### config.mk
export PLATFORM = sky130hd
export DESIGN_NAME = uart_tx_arbiter
export DESIGN_NICKNAME = d
export VERILOG_FILES = /design/src/rtl/uart_tx_arbiter.sv
export SDC_FILE = /design/constraint.sdc
export NUM_CORES = 1
export LEC_CHECK = 0
export CAP_MARGIN = 40
export CORE_ASPECT_RATIO = 1.25
export CORE_MARGIN = 5
export CORE_UTILIZATION = 28
export CTS_CLUSTER_SIZE = 28
export DETAILED_ROUTE_END_ITERATION = 8
export PLACE_DENSITY_LB_ADDON = 0.2
export SYNTH_ARGS = -nofsm -noshare
export SYNTH_HDL_FRONTEND = slang
export SYNTH_SLANG_ARGS = --single-unit
### constraint.sdc
create_clock -name sys_clk -period 2.2 [get_ports sys_clk]
set_input_delay 0.22 -clock sys_clk [delete_from_list [all_inputs] [get_ports sys_clk]]
set_output_delay 0.22 -clock sys_clk [all_outputs]
set_load 0.03 [all_outputs]
### src/rtl/uart_tx_arbiter.sv
// Round-robin arbiter that lets several byte-stream requesters share one uart_tx.
// A grant covers one whole message (up to req_last); a stalled owner is evicted after TIMEOUT_CYCLES.
module uart_tx_arbiter #(
    parameter int NUM_REQ        = 3,
    parameter int ID_W           = 2,
    parameter int TIMEOUT_CYCLES = 27000000
) (
    input  logic                   sys_clk,
    input  logic                   sys_rst_n,
    input  logic [8*NUM_REQ-1:0]   req_data,
    input  logic [NUM_REQ-1:0]     req_valid,
    input  logic [NUM_REQ-1:0]     req_last,
    output logic [NUM_REQ-1:0]     req_ready,
    output logic [7:0]             tx_data,
    output logic                   tx_data_valid,
    input  logic                   tx_data_ready,
    output logic [ID_W-1:0]        grant_id,
    output logic                   busy,
    output logic                   timeout_pulse
);

    localparam int                CNT_W     = $clog2(TIMEOUT_CYCLES);
    localparam logic [CNT_W-1:0]  CNT_LAST  = CNT_W'(TIMEOUT_CYCLES - 1);
    localparam logic [ID_W:0]     NUM_REQ_W = (ID_W + 1)'(NUM_REQ);

    typedef enum logic [1:0] {
        IDLE  = 2'd0,
        LOCK  = 2'd1,
        DRAIN = 2'd2
    } state_e;

    state_e            state_q, state_d;
    logic [ID_W-1:0]   grant_q, grant_d;
    logic [ID_W-1:0]   last_q, last_d;
    logic [7:0]        data_q, data_d;
    logic              valid_q, valid_d;
    logic [CNT_W-1:0]  cnt_q, cnt_d;
    logic              busy_q, busy_d;

    logic [NUM_REQ-1:0] gnt_oh_s;
    logic [NUM_REQ-1:0] ready_s;
    logic [7:0]         sel_data_s;
    logic               sel_valid_s;
    logic               sel_last_s;
    logic               lock_rdy_s;
    logic               tout_s;

    // First requester with valid set, searching upward from the one after the last owner.
    function automatic logic [ID_W-1:0] rr_pick(input logic [NUM_REQ-1:0] valid,
                                                 input logic [ID_W-1:0]    last);
        logic [ID_W-1:0] pick;
        logic [ID_W:0]   idx;
        logic            found;
        pick  = last;
        found = 1'b0;
        for (int i = 1; i <= NUM_REQ; i++) begin
            idx = {1'b0, last} + (ID_W + 1)'(i);
            idx = (idx >= NUM_REQ_W) ? (idx - NUM_REQ_W) : idx;
            if (!found && valid[idx[ID_W-1:0]]) begin
                pick  = idx[ID_W-1:0];
                found = 1'b1;
            end
        end
        return pick;
    endfunction

    // Route the granted requester's byte, valid and last onto internal signals.
    always_comb begin
        sel_data_s = 8'h00;
        for (int i = 0; i < NUM_REQ; i++) begin
            gnt_oh_s[i] = (grant_q == ID_W'(i));
            sel_data_s  = sel_data_s | (req_data[8*i +: 8] & {8{gnt_oh_s[i]}});
        end
        sel_valid_s = |(req_valid & gnt_oh_s);
        sel_last_s  = |(req_last & gnt_oh_s);
    end

    assign lock_rdy_s = !valid_q || tx_data_ready;

    // Next-state logic for the IDLE / LOCK / DRAIN message FSM.
    always_comb begin
        state_d = state_q;
        grant_d = grant_q;
        last_d  = last_q;
        data_d  = data_q;
        valid_d = valid_q;
        cnt_d   = cnt_q;
        ready_s = '0;
        tout_s  = 1'b0;
        case (state_q)
            IDLE: begin
                if (|req_valid) begin
                    grant_d = rr_pick(req_valid, last_q);
                    cnt_d   = '0;
                    state_d = LOCK;
                end else begin
                    state_d = IDLE;
                end
            end
            LOCK: begin
                ready_s = gnt_oh_s & {NUM_REQ{lock_rdy_s}};
                if (sel_valid_s && lock_rdy_s) begin
                    data_d  = sel_data_s;
                    valid_d = 1'b1;
                    state_d = sel_last_s ? DRAIN : LOCK;
                end else if (valid_q && tx_data_ready) begin
                    valid_d = 1'b0;
                end else begin
                    valid_d = valid_q;
                end
                // The stall timer only runs while the owner presents nothing; back-pressure never evicts it.
                if (sel_valid_s) begin
                    cnt_d = '0;
                end else if (cnt_q == CNT_LAST) begin
                    cnt_d   = '0;
                    tout_s  = 1'b1;
                    state_d = DRAIN;
                end else begin
                    cnt_d = cnt_q + CNT_W'(1);
                end
            end
            DRAIN: begin
                if (!valid_q || tx_data_ready) begin
                    valid_d = 1'b0;
                    last_d  = grant_q;
                    state_d = IDLE;
                end else begin
                    state_d = DRAIN;
                end
            end
            default: begin
                state_d = IDLE;
            end
        endcase
        busy_d = (state_d != IDLE) || valid_d;
    end

    // State and output registers.
    always_ff @(posedge sys_clk or negedge sys_rst_n) begin
        if (!sys_rst_n) begin
            state_q <= IDLE;
            grant_q <= '0;
            last_q  <= ID_W'(NUM_REQ - 1);
            data_q  <= 8'h00;
            valid_q <= 1'b0;
            cnt_q   <= '0;
            busy_q  <= 1'b0;
        end else begin
            state_q <= state_d;
            grant_q <= grant_d;
            last_q  <= last_d;
            data_q  <= data_d;
            valid_q <= valid_d;
            cnt_q   <= cnt_d;
            busy_q  <= busy_d;
        end
    end

    assign req_ready     = ready_s;
    assign tx_data       = data_q;
    assign tx_data_valid = valid_q;
    assign grant_id      = grant_q;
    assign busy          = busy_q;
    assign timeout_pulse = tout_s;

endmodule
==> results of run 1 <==
[cells by family after synthesis]
logic type	count (synthesis)	share of synthesized area [%]
AOI/OAI and AO/OA	52	12.6
xor gates and xnor gates	16	5.46
adders and majority gates	8	3.90
buffers and inverters	23	4.24
DFF	41	40.0
muxes	18	7.21
and+or+nand+nor	124	26.6
[layout by cell type (no fill, tap or decap), drive strengths merged, types with 9 or more instances in the layout]
cell type	n
o21ai	9
nand2	16
dfrtp	40
nor3	11
a21oi	27
nor2	45
xor2	10
nand3	17
mux2i	14
buf	38
inv	11
clkdlybuf4s50	43
[metal layers]
layer  up-vias  wire length, µm  GRT usage [%]
met5         -                0              0
met4         0               48           2.28
met1      1065             2750           14.7
met3         4              312           3.20
met2        56             3230           21.4
li1       1151                -              -
[synth_stat cells (all sizes together) (2+ instances only)]
cell    number
a21o         2
a21oi       27
a221oi       2
and2         2
and3         4
buf          7
clkbuf       5
dfrtp       40
ha           8
inv         11
mux2         4
mux2i       14
nand2       16
nand2b       5
nand3       17
nand4        7
nor2        45
nor2b        3
nor3        11
nor3b        2
nor4         2
nor4b        2
o21ai        9
o221ai       2
xnor2        6
xor2        10
[layout make-up]
type                       count  area [µm²]
clock buffer                   6         129
clock inverter                 2        10.0
multi-input combinational    218        1450
fill                         938        5520
sequential                    41        1030
timing repair buffer          84         753
inverter                      11        41.3
tap                          123         154
[power groups by stage]
stage | registers [µW] | clock network [µW] | logic (µW)
after floorplan | 1270 | 0 | 1290
after global placement | 1110 | 0 | 2280
after detailed placement | 1110 | 0 | 2290
after CTS | 1100 | 728 | 2290
after global routing | 1120 | 758 | 2500
final | 1090 | 704 | 2270
[flip-flops by register name, indices dropped and copies added (netlist names)]
signal	count
tx_data	8
state_q	2
grant_id	2
busy	1
cnt_q	25
last_q	2
tx_data_valid	1
[worst max-delay path by stage]
stage                 startpoint            end  cells after the start
floorplan             state_q[0]      cnt_q[14]                      8
global placement    req_valid[1]      cnt_q[14]                      6
detailed placement  req_valid[0]      cnt_q[14]                      6
CTS                     cnt_q[6]  timeout_pulse                      5
global route            cnt_q[6]  timeout_pulse                      5
finish                  cnt_q[6]  timeout_pulse                      5
[repair_timing]
item                                    CTS  global route
resized for setup                         2             3
hold buffers                              1             0
endpoints found under the setup margin    3             4
hold endpoints to repair                 10             0
buffers inserted                          1             5
gates cloned                              0             0
pin swaps                                 1             4
[metrics by stage]
step / cell area (µm²) / utilization, % / std cells / TNS (ns)
final: 3560 / 39.2 / 485 / -0.102
after global routing: 3560 / 39.2 / 485 / -0.190
after CTS: 3510 / 38.7 / 480 / -0.102
after detailed placement: 3360 / 37.0 / 470 / 0
after global placement: 3360 / 37.0 / 470 / 0
after floorplan: 2570 / - / 282 / 0
==> flow_summary.ini, run 1 <==
[clock_network]
clock_latency_ns = 0.28
path_clk_slew_ns = 0.06
cts_tree = done
cts.sinks = 41
cts.path.max_buffers = 2
h-tree-depth = 2
cts_buffers = 5
cts-root-buf = clkbuf_16

[sta]
fin_ws_ns = -0.102
period_share_pct = 105
report.final.slew_viol_count = 0
layout_min_cycle_time_ns = 2.30
finalClockSkew_ns = 0.00487
max_freq_mhz = 434
worst_hold_slack_ns = 0.349
rsz0062_at_grt = yes
slew_headroom_pct = 71.8
hold_viol_final = 0
worstMarginPinSlew_ns = 0.423
setup_viol = 1

[detailed_routing]
wl_per_cell_um = 13.1
drtAntennaViolNets = 0
via_per_inst = 4.69
drc = 0
drt-total-wl_um = 6340
vias = 2276
detail_route.first_pass.iterations = 4
drt_iter0_drc = 142

[cells_and_area]
final_layout_size_suffix_gt1_share_pct = 19.1
area_growth_pct = 38.7
nets = 402
diodes = 0

[critical_path]
worstPathCellList = or4b_4, nor4_4, nand2_1, nor3_2, buf_4
worstPathArrival_ns = 2.08
rrSetupSlack_ns = 0.08
timing.rr.start = last_q[1]
crit_fanout = 2
cp.required_ns = 1.98
max_stage_delay_ns = 0.55
critical_path_class = reg2out
rr_endpoint = grant_id[1]
cp-end-kind = output port
rr_worst_depth = 7
slowest_stage = or4b_4
critPathTopFamily = simple AND/OR/NAND/NOR gates
critPathBufInv = 1
start_kind = register

[logic_synthesis]
avgSynthCellArea_um2 = 9.10
syn-num-nets = 323
synth_cell_types = 55
synth-edff-count = 0
synth_top_cell_by_area = dfrtp_1
synth_seq_cells = 41
ys.flop_type = dfrtp_1
netlist_area_um2 = 2570
synth_area_leaders = dfrtp_1 39%, nor2_1 6.4%, mux2i_1 5.5%
async_flop_share_pct = 100
yosys_warnings = 0
yosysTopAreaCellShare_pct = 39.0
syn_inst = 282
seq_area_frac_synth_pct = 40.0

[placed_design]
post-dp-hpwl_um = 4980
pre_cts_ws_ns = 0.0760
place.gp.congestion = 0.859
io_buffers = 48

[grt]
antenna_found_initial = 0
grt_usage_pct = 12.1
grt_pass1_vias = 2288
grt_max_degree = 21
overflow = 0
grt_first_pass_wirelength_um = 10800

[power_and_ir_drop]
p_per_area_nw_per_um2 = 1140
pwr-share-clk_pct = 17.3
finalPower_uw = 4070
p_comb_share_pct = 55.8
p_seq_share_pct = 26.9
p_leak_uw = 0.00151
power.switching_uw = 1720
peakVddDrop_mv = 0.620
swShare_pct = 42.4
p_int_uw = 2340

[floorplanning]
fp.dieH_um = 117
ios = 49
die_area_um2 = 11200
rows = 39
die_w_um = 95.7
start_util_pct = 28.3
core_um2 = 9080

[worst_hold_path]
hold_class = in2async

[run_status]
status = finished with violations
violations = negative setup slack

[run]
maxCapViolCount = 0
No activity file was read; power rests on OpenSTA's default activity.
==> inputs of run 2 (changes only) <==
--- a/config.mk
+++ b/config.mk
@@ -11,6 +11,7 @@
 export CORE_UTILIZATION = 28
 export CTS_CLUSTER_SIZE = 28
 export DETAILED_ROUTE_END_ITERATION = 8
+export MAX_ROUTING_LAYER = met4
 export PLACE_DENSITY_LB_ADDON = 0.2
 export SYNTH_ARGS = -nofsm -noshare
 export SYNTH_HDL_FRONTEND = slang
==> run 2 against run 1 <==
Compared with the run above: the flow still finishes with violations (negative setup slack); via count barely moved; highest routed layer unchanged; largest power group unchanged; maximum frequency about the same; register-to-register slack barely moved; die area unchanged; critical endpoint unchanged; worst setup slack barely moved; final cell count unchanged; flip-flop and latch count unchanged; combinational power is essentially flat; non-clock buffer count is the same; critical path depth unchanged.
==> flow_summary.ini, run 2 (synthesis gave the netlist of run 1 again) <==
[critical_path]
worstPathArrival_ns = 2.08
start_kind = register
critical_path_class = reg2out
cp.required_ns = 1.98
cp-end-kind = output port
crit_fanout = 2

[grt]
grt_max_degree = 21
antenna_found_initial = 0
grt_usage_pct = 12.4
overflow = 0
grt_pass1_vias = 2287
grt_first_pass_wirelength_um = 10800

[sta]
rsz0062_at_grt = yes
hold_viol_final = 0
worstMarginPinSlew_ns = 0.419
worst_hold_slack_ns = 0.349
report.final.slew_viol_count = 0
layout_min_cycle_time_ns = 2.30
fin_ws_ns = -0.102
finalClockSkew_ns = 0.00465
period_share_pct = 105
max_freq_mhz = 434
setup_viol = 1
slew_headroom_pct = 72.1

[detailed_routing]
vias = 2277
detail_route.first_pass.iterations = 4
drt-total-wl_um = 6330
via_per_inst = 4.69
drt_iter0_drc = 146
drc = 0
wl_per_cell_um = 13.1
drtAntennaViolNets = 0

[floorplanning]
rows = 39
fp.dieH_um = 117
die_w_um = 95.7
die_area_um2 = 11200
ios = 49
start_util_pct = 28.3
core_um2 = 9080

[cells_and_area]
final_layout_size_suffix_gt1_share_pct = 19.1
final_cell_mix = 44 x nor2_1, 43 x clkdlybuf4s50_1, 39 x dfrtp_1, 36 x buf_4, 27 x a21oi_1
final_common_cell = nor2_1
regMostFlops = cnt_q
diodes = 0
finalInstanceArea_um2 = 3560
nFillCells = 938
regArea_um2 = 1030
largest_reg_flops = 25
multi_input_area_um2 = 1450
nets = 402
area_growth_pct = 38.7

[power_and_ir_drop]
p_leak_uw = 0.00151
p_per_area_nw_per_um2 = 1140
peakVddDrop_mv = 0.618
finalPower_uw = 4070

[clock_network]
h-tree-depth = 2
clock_latency_ns = 0.28
cts_buffers = 5
cts.sinks = 41
cts_tree = done
cts.path.max_buffers = 2
path_clk_slew_ns = 0.06
cts-root-buf = clkbuf_16

[placed_design]
place.gp.congestion = 0.872
post-dp-hpwl_um = 4980
place_area_um2 = 3360
io_buffers = 48

[run]
maxCapViolCount = 0

[run_status]
violations = negative setup slack
status = finished with violations

[worst_hold_path]
hold_class = in2async
[run 2: cell counts in the layout (fill, tap and decap cells not counted)]
Identical to the previous run, type by type.
[run 2: final cells by class]
class / instances / share of cell area (%)
multi-input combinational: 218 / 40.6
timing repair buffer: 84 / 21.2
clock buffer: 6 / 3.62
inverter: 11 / 1.16
clock inverter: 2 / 0.281
sequential: 41 / 28.9
tap: 123 / 4.32
[run 2: power by group]
part | internal [µW] | switching (µW) | leakage, µW
Combinational | 989 | 1280 | 0.000904
Clock | 416 | 288 | 0.0000706
Sequential | 937 | 155 | 0.000533
Total | 2340 | 1720 | 0.00151
[run 2: metrics by stage]
stage	worst slack (ns)	util, %	std cells	setup TNS (ns)
floorplan	0.0298	-	282	0
global placement	0.0813	37.0	470	0
detailed placement	0.0760	37.0	470	0
CTS	-0.102	38.7	480	-0.102
global route	-0.187	39.2	485	-0.190
finish	-0.102	39.2	485	-0.102
[run 2: layer usage]
metal | vias up | track usage [%] | part of all wire, %
met5 | - | - | 0
met4 | 0 | 2.28 | 0.76
met3 | 4 | 2.62 | 3.9
met2 | 55 | 21.4 | 51
met1 | 1068 | 15.1 | 44
li1 | 1150 | - | -
[run 2: timing repair]
action                                 4_1_cts  5_1_grt
resized for setup                            2        3
setup buffers                                1        5
setup endpoints to repair                    3        4
endpoints found under the hold margin       10        0
hold buffers                                 1        0
pin swaps                                    1        4
[run 2: path summary, 6_finish.rpt]
check,endpoint,from,slack (ns),cells after the start
max,timeout_pulse,cnt_q[6],-0.10,5
min,cnt_q[23],sys_rst_n,0.35,2
max reg2reg,grant_id[1],last_q[1],0.08,7
min reg2reg,cnt_q[2],cnt_q[2],0.51,1
max in group asynchronous,tx_data[3],sys_rst_n,1.30,3
min in group sys_clk,cnt_q[2],cnt_q[2],0.51,1
[run 2: critical path, stage by stage, from the launching register on]
cell and delay [ns]:
dfrtp_1 0.38, or4b_4 0.55, nor4_4 0.33, nand2_1 0.11, nor3_2 0.23, buf_4 0.20
